<file path="src/rtl/zbt_master_pkg.sv">
// Shared ZBT master parameters (LOG_ADDR, LOG_MEM, ZBT_RD_LATENCY) and arbiter types.
// Macros are guarded so a project-wide params header may define them first.
`ifndef LOG_ADDR
`define LOG_ADDR 8
`endif
`ifndef LOG_MEM
`define LOG_MEM 16
`endif
`ifndef ZBT_RD_LATENCY
`define ZBT_RD_LATENCY 3
`endif

package zbt_master_pkg;
  localparam int ADDR_W = `LOG_ADDR;
  localparam int DATA_W = `LOG_MEM;
  localparam int STAGES = `ZBT_RD_LATENCY;

  typedef enum logic {
    PRI_RD = 1'b0,
    PRI_WR = 1'b1
  } arb_state_e;

  typedef enum logic [1:0] {
    GNT_NONE = 2'b00,
    GNT_WR   = 2'b01,
    GNT_RD   = 2'b10
  } gnt_e;

  // Grant for the uncontended case: whichever single client is requesting.
  function automatic gnt_e sole_grant(input logic rd_valid, input logic wr_valid);
    if (rd_valid) return GNT_RD;
    if (wr_valid) return GNT_WR;
    return GNT_NONE;
  endfunction
endpackage

</file>
<file path="src/rtl/zbt_rd_pipe.sv">
// Read-return tracker: in-flight shift register of accepted reads plus rd_data capture.
// Bit N of vld_p is pipeline stage N; the last stage is the rd_data_valid strobe.
module zbt_rd_pipe #(
  parameter int DATA_W = `LOG_MEM,
  parameter int STAGES = `ZBT_RD_LATENCY
) (
  input  logic              clock,
  input  logic              reset,
  input  logic              accept,
  input  logic [DATA_W-1:0] mem_data,
  output logic              rd_data_valid,
  output logic [DATA_W-1:0] rd_data
);
  logic [STAGES-1:0] vld_p;

  always_ff @(posedge clock) begin
    if (reset) vld_p <= '0;
    else       vld_p <= {vld_p[STAGES-2:0], accept};
  end

  // Stage STAGES-2 marks the edge where the SRAM word is on mem_data.
  always_ff @(posedge clock) begin
    if (reset)                   rd_data <= '0;
    else if (vld_p[STAGES-2])    rd_data <= mem_data;
  end

  assign rd_data_valid = vld_p[STAGES-1];
endmodule

</file>
<file path="src/rtl/zbt_master.sv">
// ZBT SRAM master: arbitrates one read and one write client onto a registered ZBT command.
// Optional feature macro ZBT_RR_ARB_EN: round-robin on contention (default: reads win).
module zbt_master
  import zbt_master_pkg::*;
(
  input  logic                 clock,
  input  logic                 reset,
  input  logic                 rd_valid,
  input  logic [`LOG_ADDR-1:0] rd_addr,
  output logic                 rd_ready,
  output logic                 rd_data_valid,
  output logic [`LOG_MEM-1:0]  rd_data,
  input  logic                 wr_valid,
  input  logic [`LOG_ADDR-1:0] wr_addr,
  input  logic [`LOG_MEM-1:0]  wr_data,
  output logic                 wr_ready,
  output logic                 mem_wr,
  output logic [`LOG_ADDR-1:0] mem_addr,
  output logic [`LOG_MEM-1:0]  mem_write,
  input  logic [`LOG_MEM-1:0]  mem_data
);
  gnt_e gnt;
  logic rd_acc;
  logic wr_acc;

`ifdef ZBT_RR_ARB_EN
  arb_state_e state, state_next;

  always_ff @(posedge clock) begin
    if (reset) state <= PRI_RD;
    else       state <= state_next;
  end

  // The pointer only moves on a contended accept.
  always_comb begin
    state_next = state;
    gnt        = GNT_NONE;
    if (!reset) begin
      if (rd_valid && wr_valid) begin
        gnt        = (state == PRI_RD) ? GNT_RD : GNT_WR;
        state_next = (state == PRI_RD) ? PRI_WR : PRI_RD;
      end else begin
        gnt = sole_grant(rd_valid, wr_valid);
      end
    end
  end
`else
  always_comb begin
    gnt = GNT_NONE;
    if (!reset) gnt = sole_grant(rd_valid, wr_valid);
  end
`endif

  // Ready is only raised toward a valid client, so ready alone marks an accept.
  assign rd_acc   = (gnt == GNT_RD);
  assign wr_acc   = (gnt == GNT_WR);
  assign rd_ready = rd_acc;
  assign wr_ready = wr_acc;

  // ---- command stage: ZBT address/control/write-data registered on accept edge
  always_ff @(posedge clock) begin
    if (reset) begin
      mem_wr    <= 1'b0;
      mem_addr  <= '0;
      mem_write <= '0;
    end else begin
      mem_wr <= wr_acc;
      if (rd_acc) begin
        mem_addr <= rd_addr;
      end else if (wr_acc) begin
        mem_addr  <= wr_addr;
        mem_write <= wr_data;
      end
    end
  end

  // ---- return stage: in-flight tracking and data capture
  zbt_rd_pipe #(
    .DATA_W(DATA_W),
    .STAGES(STAGES)
  ) u_rd_pipe (
    .clock        (clock),
    .reset        (reset),
    .accept       (rd_acc),
    .mem_data     (mem_data),
    .rd_data_valid(rd_data_valid),
    .rd_data      (rd_data)
  );
endmodule
</file>
<file path="config.mk">
export PLATFORM = sky130hd
export DESIGN_NAME = zbt_master
export DESIGN_NICKNAME = d
export VERILOG_FILES = /design/src/rtl/zbt_master_pkg.sv /design/src/rtl/zbt_rd_pipe.sv /design/src/rtl/zbt_master.sv
export SDC_FILE = /design/constraint.sdc
export NUM_CORES = 1
export LEC_CHECK = 0
export CAP_MARGIN = 20
export CORE_ASPECT_RATIO = 0.75
export CORE_MARGIN = 2
export CORE_UTILIZATION = 35
export CTS_CLUSTER_DIAMETER = 120
export DETAILED_ROUTE_END_ITERATION = 12
export PLACE_DENSITY = 0.77
export SYNTH_ARGS = -nofsm -noshare
export SYNTH_HDL_FRONTEND = slang
export SYNTH_SLANG_ARGS = --single-unit
</file>
<file path="constraint.sdc">
create_clock -name clock -period 2.8 [get_ports clock]
set_input_delay 0.56 -clock clock [delete_from_list [all_inputs] [get_ports clock]]
set_output_delay 0.56 -clock clock [all_outputs]
set_load 0.05 [all_outputs]
</file>
After elaboration in Yosys (flattened, before gate mapping)
Index checks and enable logic that the tools add are counted.
{"block": "word_totals", "regBits": 44, "in_bits": 52, "out_inout_bits": 44, "word_cells": 22}
{"block": "classes", "n_eq_ne": 2, "n_mux": 12, "bitwise": 1, "reduce_logical": 2}
{"cell": "$mux 8", "count": 2}
{"cell": "$mux 2", "count": 5}
{"cell": "$mux 1", "count": 5}
{"cell": "$eq 2x1->1 const B", "count": 1}
{"cell": "$eq 2x2->1 const B", "count": 1}
{"cell": "$reduce_and 2->1", "count": 1}
{"cell": "$reduce_bool 2->1", "count": 1}
{"cell": "$not 1->1", "count": 1}

Depth between registers and ports, before layout
{"block": "depth", "ltp_word": 10, "ltp_mapped": 8}

Modules after synthesis
Synthesis repeated with hierarchy kept, for this count alone.
{"block": "hier_totals", "cells_unflattened": 153, "hier_area_um2": 1686.6}
{"module": "zbt_master", "instances": 1, "cells_each": 95, "area_per_inst_um2": 1026.0, "seq_area_each_um2": 500.5}
{"module": "zbt_rd_pipe", "instances": 1, "cells_each": 58, "area_per_inst_um2": 660.6, "seq_area_each_um2": 380.4}

Worst setup path after synthesis
No wires, ideal clock.
{"block": "synth_path", "path_kind": "input to register", "startpoint": "input reset", "endpoint": "register mem_write[10]", "setup_ns": 0.117, "arrival_time_ns": 1.993, "required_time_ns": 2.683, "setup_slack_ns": 0.690, "cell_stages": 8, "path_buffers": 3, "path_cell_list": "buf_2 > nor2_1 > and2_1 > ha_1 > buf_6 > buf_12 > mux2i_1 > nor2_1"}
{"block": "synth_via", "word_cells_on_any_way": 5, "cone_classes": "2 x eq/ne; 1 x mux; 1 x bitwise; 1 x reduce/logical"}
{"item": "start: declaration", "line_no": "zbt_master.sv:7", "text": "input logic reset,"}
{"item": "$mux 2", "line_no": "zbt_master.sv:50", "text": "if (!reset) gnt = sole_grant(rd_valid, wr_valid);"}
{"item": "$eq 2x1->1", "line_no": "zbt_master.sv:56", "text": "assign wr_acc = (gnt == GNT_WR);"}
{"item": "named net wr_ready", "line_no": "zbt_master.sv:16", "text": "output logic wr_ready,"}
{"item": "$reduce_and 2->1 (no line)"}
{"item": "end signal: assignment", "line_no": "zbt_master.sv:72", "text": "mem_write <= wr_data;"}
{"item": "end: declaration", "line_no": "zbt_master.sv:19", "text": "output logic [`LOG_MEM-1:0] mem_write,"}
The timed path passes the listed nets, and every way through them passes these cells.
A chain may end at the register's enable or synchronous reset.

Final worst setup path
{"block": "layout_path", "startpoint": "input rd_valid", "endpoint": "output wr_ready"}
{"block": "layout_via", "elab_chain_len": 5}
{"item": "start: declaration", "line_no": "zbt_master.sv:8", "text": "input logic rd_valid,"}
{"item": "$mux 1", "line_no": "zbt_master_pkg.sv:31", "text": "if (rd_valid) return GNT_RD;"}
{"item": "$mux 1", "line_no": "zbt_master.sv:50"}
{"item": "$mux 2", "line_no": "zbt_master_pkg.sv:32", "text": "if (wr_valid) return GNT_WR;"}
{"item": "$mux 2", "line_no": "zbt_master.sv:50"}
{"item": "$eq 2x1->1", "line_no": "zbt_master.sv:56"}
{"item": "end: declaration", "line_no": "zbt_master.sv:16"}
No other way between the ends. The select of a mux whose other input is x is not followed.

==> reports/metrics.csv <==
stage,metric,value,unit
sta,slew_headroom,36.11,%
layout,area_growth,61.03,%
setup_path,cp.arrival,1.66,ns
clocking,cts_resized,0,
sta,setup_violations,0,
detailed_routing,final_antenna_net_count,0,
clocking,clk_latency,0.29,ns
hold_path,hp-class,flip-flop to flip-flop,
detailed_routing,drcViolationCount,0,
clocking,ctsHoldBuffers,0,
setup_path,crit_start,rd_valid,
place,gp_congestion,0.6210,
detailed_routing,wl_per_cell,12.53,um
clocking,cts_buffers,5,
die,ios,96,
synthesis,ys_seq_elements,44,
sta,post-route-min-period,2.223,ns
layout,instances_no_fill,310,
global_routing,antenna_found_initial,0,
die,dieArea,5528,um2
hold_path,min_path_cells,1,
setup_path,worst_setup_path_start_kind,input pin,
detailed_routing,num_vias,1406,
clocking,htree_levels,2,
place,dp.cells,302,
sta,tns,0,ns
synthesis,yosysWarnings,0,
synthesis,syn-cell-area,1730,um2
clocking,post_cts_buffers,0,
layout,final_common_cell,clkdlybuf4s50_1,
sta,slew_violations,0,
synthesis,synthCells,154,
clocking,cts_max_path_buffers,2,
setup_path,crit_type,input pin to output pin,
setup_path,r2r_cells,2,
setup_path,cp_slowest_stage_delay,0.49,ns
pwr,p_per_area,489.8,nW/um2
sta,fin_skew,0.001858,ns
sta,tightest_slew,0.9570,ns
setup_path,path_cells,clkdlybuf4s50_1 -> nor2_1 -> and2_1 -> ha_1 -> buf_12,
pwr,peakVddDrop,0.3194,mV
sta,rsz0062_at_grt,false,
pwr,p_leak,1.001,nW
place,dpl.hpwl,2.771,mm
setup_path,cp_max_fo,2,
detailed_routing,first_pass_iters,4,
pwr,finalPower,1.365,mW
layout,fin_nets,303,
global_routing,grt_overflow,0,
layout,insertedDiodeCount,0,
hold_path,worstHoldStart,u_rd_pipe.vld_p[0],
global_routing,grt_max_degree,45,
synthesis,syn_nets,208,
die,std_cell_rows,22,
clocking,root_buffer,clkbuf_8,
sta,timing.fmax,0.4499,GHz
setup_path,required,2.24,ns
detailed_routing,viasPerCell,4.535,
global_routing,grt_pass1_vias,1447,
global_routing,grt_first_pass_wirelength,6.410,mm
global_routing,track_usage,14.66,%
setup_path,crit_buf_inv,2,
synthesis,synth_cell_types,15,
layout,drive_gt1_share,8.800,%
setup_path,cp-end-kind,output pin,
sta,hold_viol_final,0,
clocking,cts_num_sinks,44,
setup_path,critical-path-top-delay-family,buffers and inverters,
detailed_routing,totalWireLength,3.883,mm
setup_path,timing.rr.start,u_rd_pipe.vld_p[1],
synthesis,ys_seq_area_share,50.90,%
die,start_util,35.92,%
outcome,status,"finished, final reports clean",
detailed_routing,first_iter_violations,23,
setup_path,cp.depth,5,
place,port_buffers,95,
sta,fin_crit_sh,79.38,%
die,die_x,85.19,um
clocking,tritoncts,built,
die,core,4817,um2
setup_path,cp_slowest_cell,clkdlybuf4s50_1,
layout,most-common-layout-cells,"clkdlybuf4s50_1, dfxtp_1, mux2i_1, nor2_1, nor2b_1",
synthesis,synth.avg_cell_area,11.24,um2
die,die_h,64.90,um
clocking,clkTransAtPathRegs,0.08,ns
run,maxCapViolations,0,
area by class of cell:
class,count,area (um2)
clock buffer,7,86.33
clock inverter,1,7.507
fill,443,2031
inverter,2,7.507
multi-input combinational,98,740.7
sequential,44,880.8
tap,60,75.07
timing repair buffer,98,988.4
synthesized netlist by cell type:
master    count  area share (%)
buf_4         1            0.43
ha_1          2             1.4
buf_12        2             2.3
nor2b_1      12             4.3
buf_6         3             2.0
inv_2         1            0.22
buf_2         4             1.2
nand2_1       1            0.22
a211oi_2      8             5.8
mux2i_1      40              23
inv_1         1            0.22
dfxtp_1      44              51
nor2_1       33             7.2
nand2b_1      1            0.36
and2_1        1            0.36
final timing paths:
path	end	slack [ns]
setup / recovery	wr_ready	0.58
hold / removal	u_rd_pipe.vld_p[1]	0.44
setup reg to reg	u_rd_pipe.rd_data[15]	1.38
hold reg to reg	u_rd_pipe.vld_p[1]	0.44
stage by stage:
| stage | instance area [um2] | worst slack, ns | util, % | hold slack [ns] |
|---|---|---|---|---|
| floorplan | 1730 | 0.6903 | - | 0.4138 |
| global placement | 2693 | 0.6085 | 55.90 | 0.4165 |
| detailed placement | 2693 | 0.5421 | 55.90 | 0.4231 |
| CTS | 2786 | 0.5697 | 57.84 | 0.4433 |
| global route | 2786 | 0.5187 | 57.84 | 0.4788 |
| finish | 2786 | 0.5774 | 57.84 | 0.4373 |
power breakdown:
part,switching [mW],leakage (nW),internal [mW],total [mW]
combinational,0.152,0.599,0.142,0.294
clock,0.207,0.0445,0.201,0.408
sequential,0.0140,0.358,0.649,0.663
total,0.373,1.00,0.992,1.36
metal layers:
metal / GRT usage, % / wire length, um / vias to the layer above
met5: 0 / 0 / -
met4: 5.357 / 51 / 0
met3: 8.025 / 480 / 8
met2: 23.63 / 1678 / 57
met1: 16.34 / 1674 / 639
li1: - / - / 702
worst register-to-register path, delay by kind of cell (launching register included):
kind          cells  cell delay, ns
mux               1            0.29
flops             1            0.96
simple gates      1            0.05
cells by family (layout without fill, tap and decap cells):
logic type | after synthesis | in the layout | share of synthesized area (%)
mux | 40 | 40 | 23.14
fa+ha+maj | 2 | 2 | 1.446
flops | 44 | 44 | 50.90
compound gates | 8 | 8 | 5.785
simple gates | 48 | 48 | 12.44
buf+inv | 12 | 108 | 6.290
sequential cells by signal, summed over array words and instances (netlist names):
name,cells
u_rd_pipe.rd_data,16
mem_write,16
mem_addr,8
u_rd_pipe.vld_p,3
mem_wr,1
(Power assumes the default switching activity.)
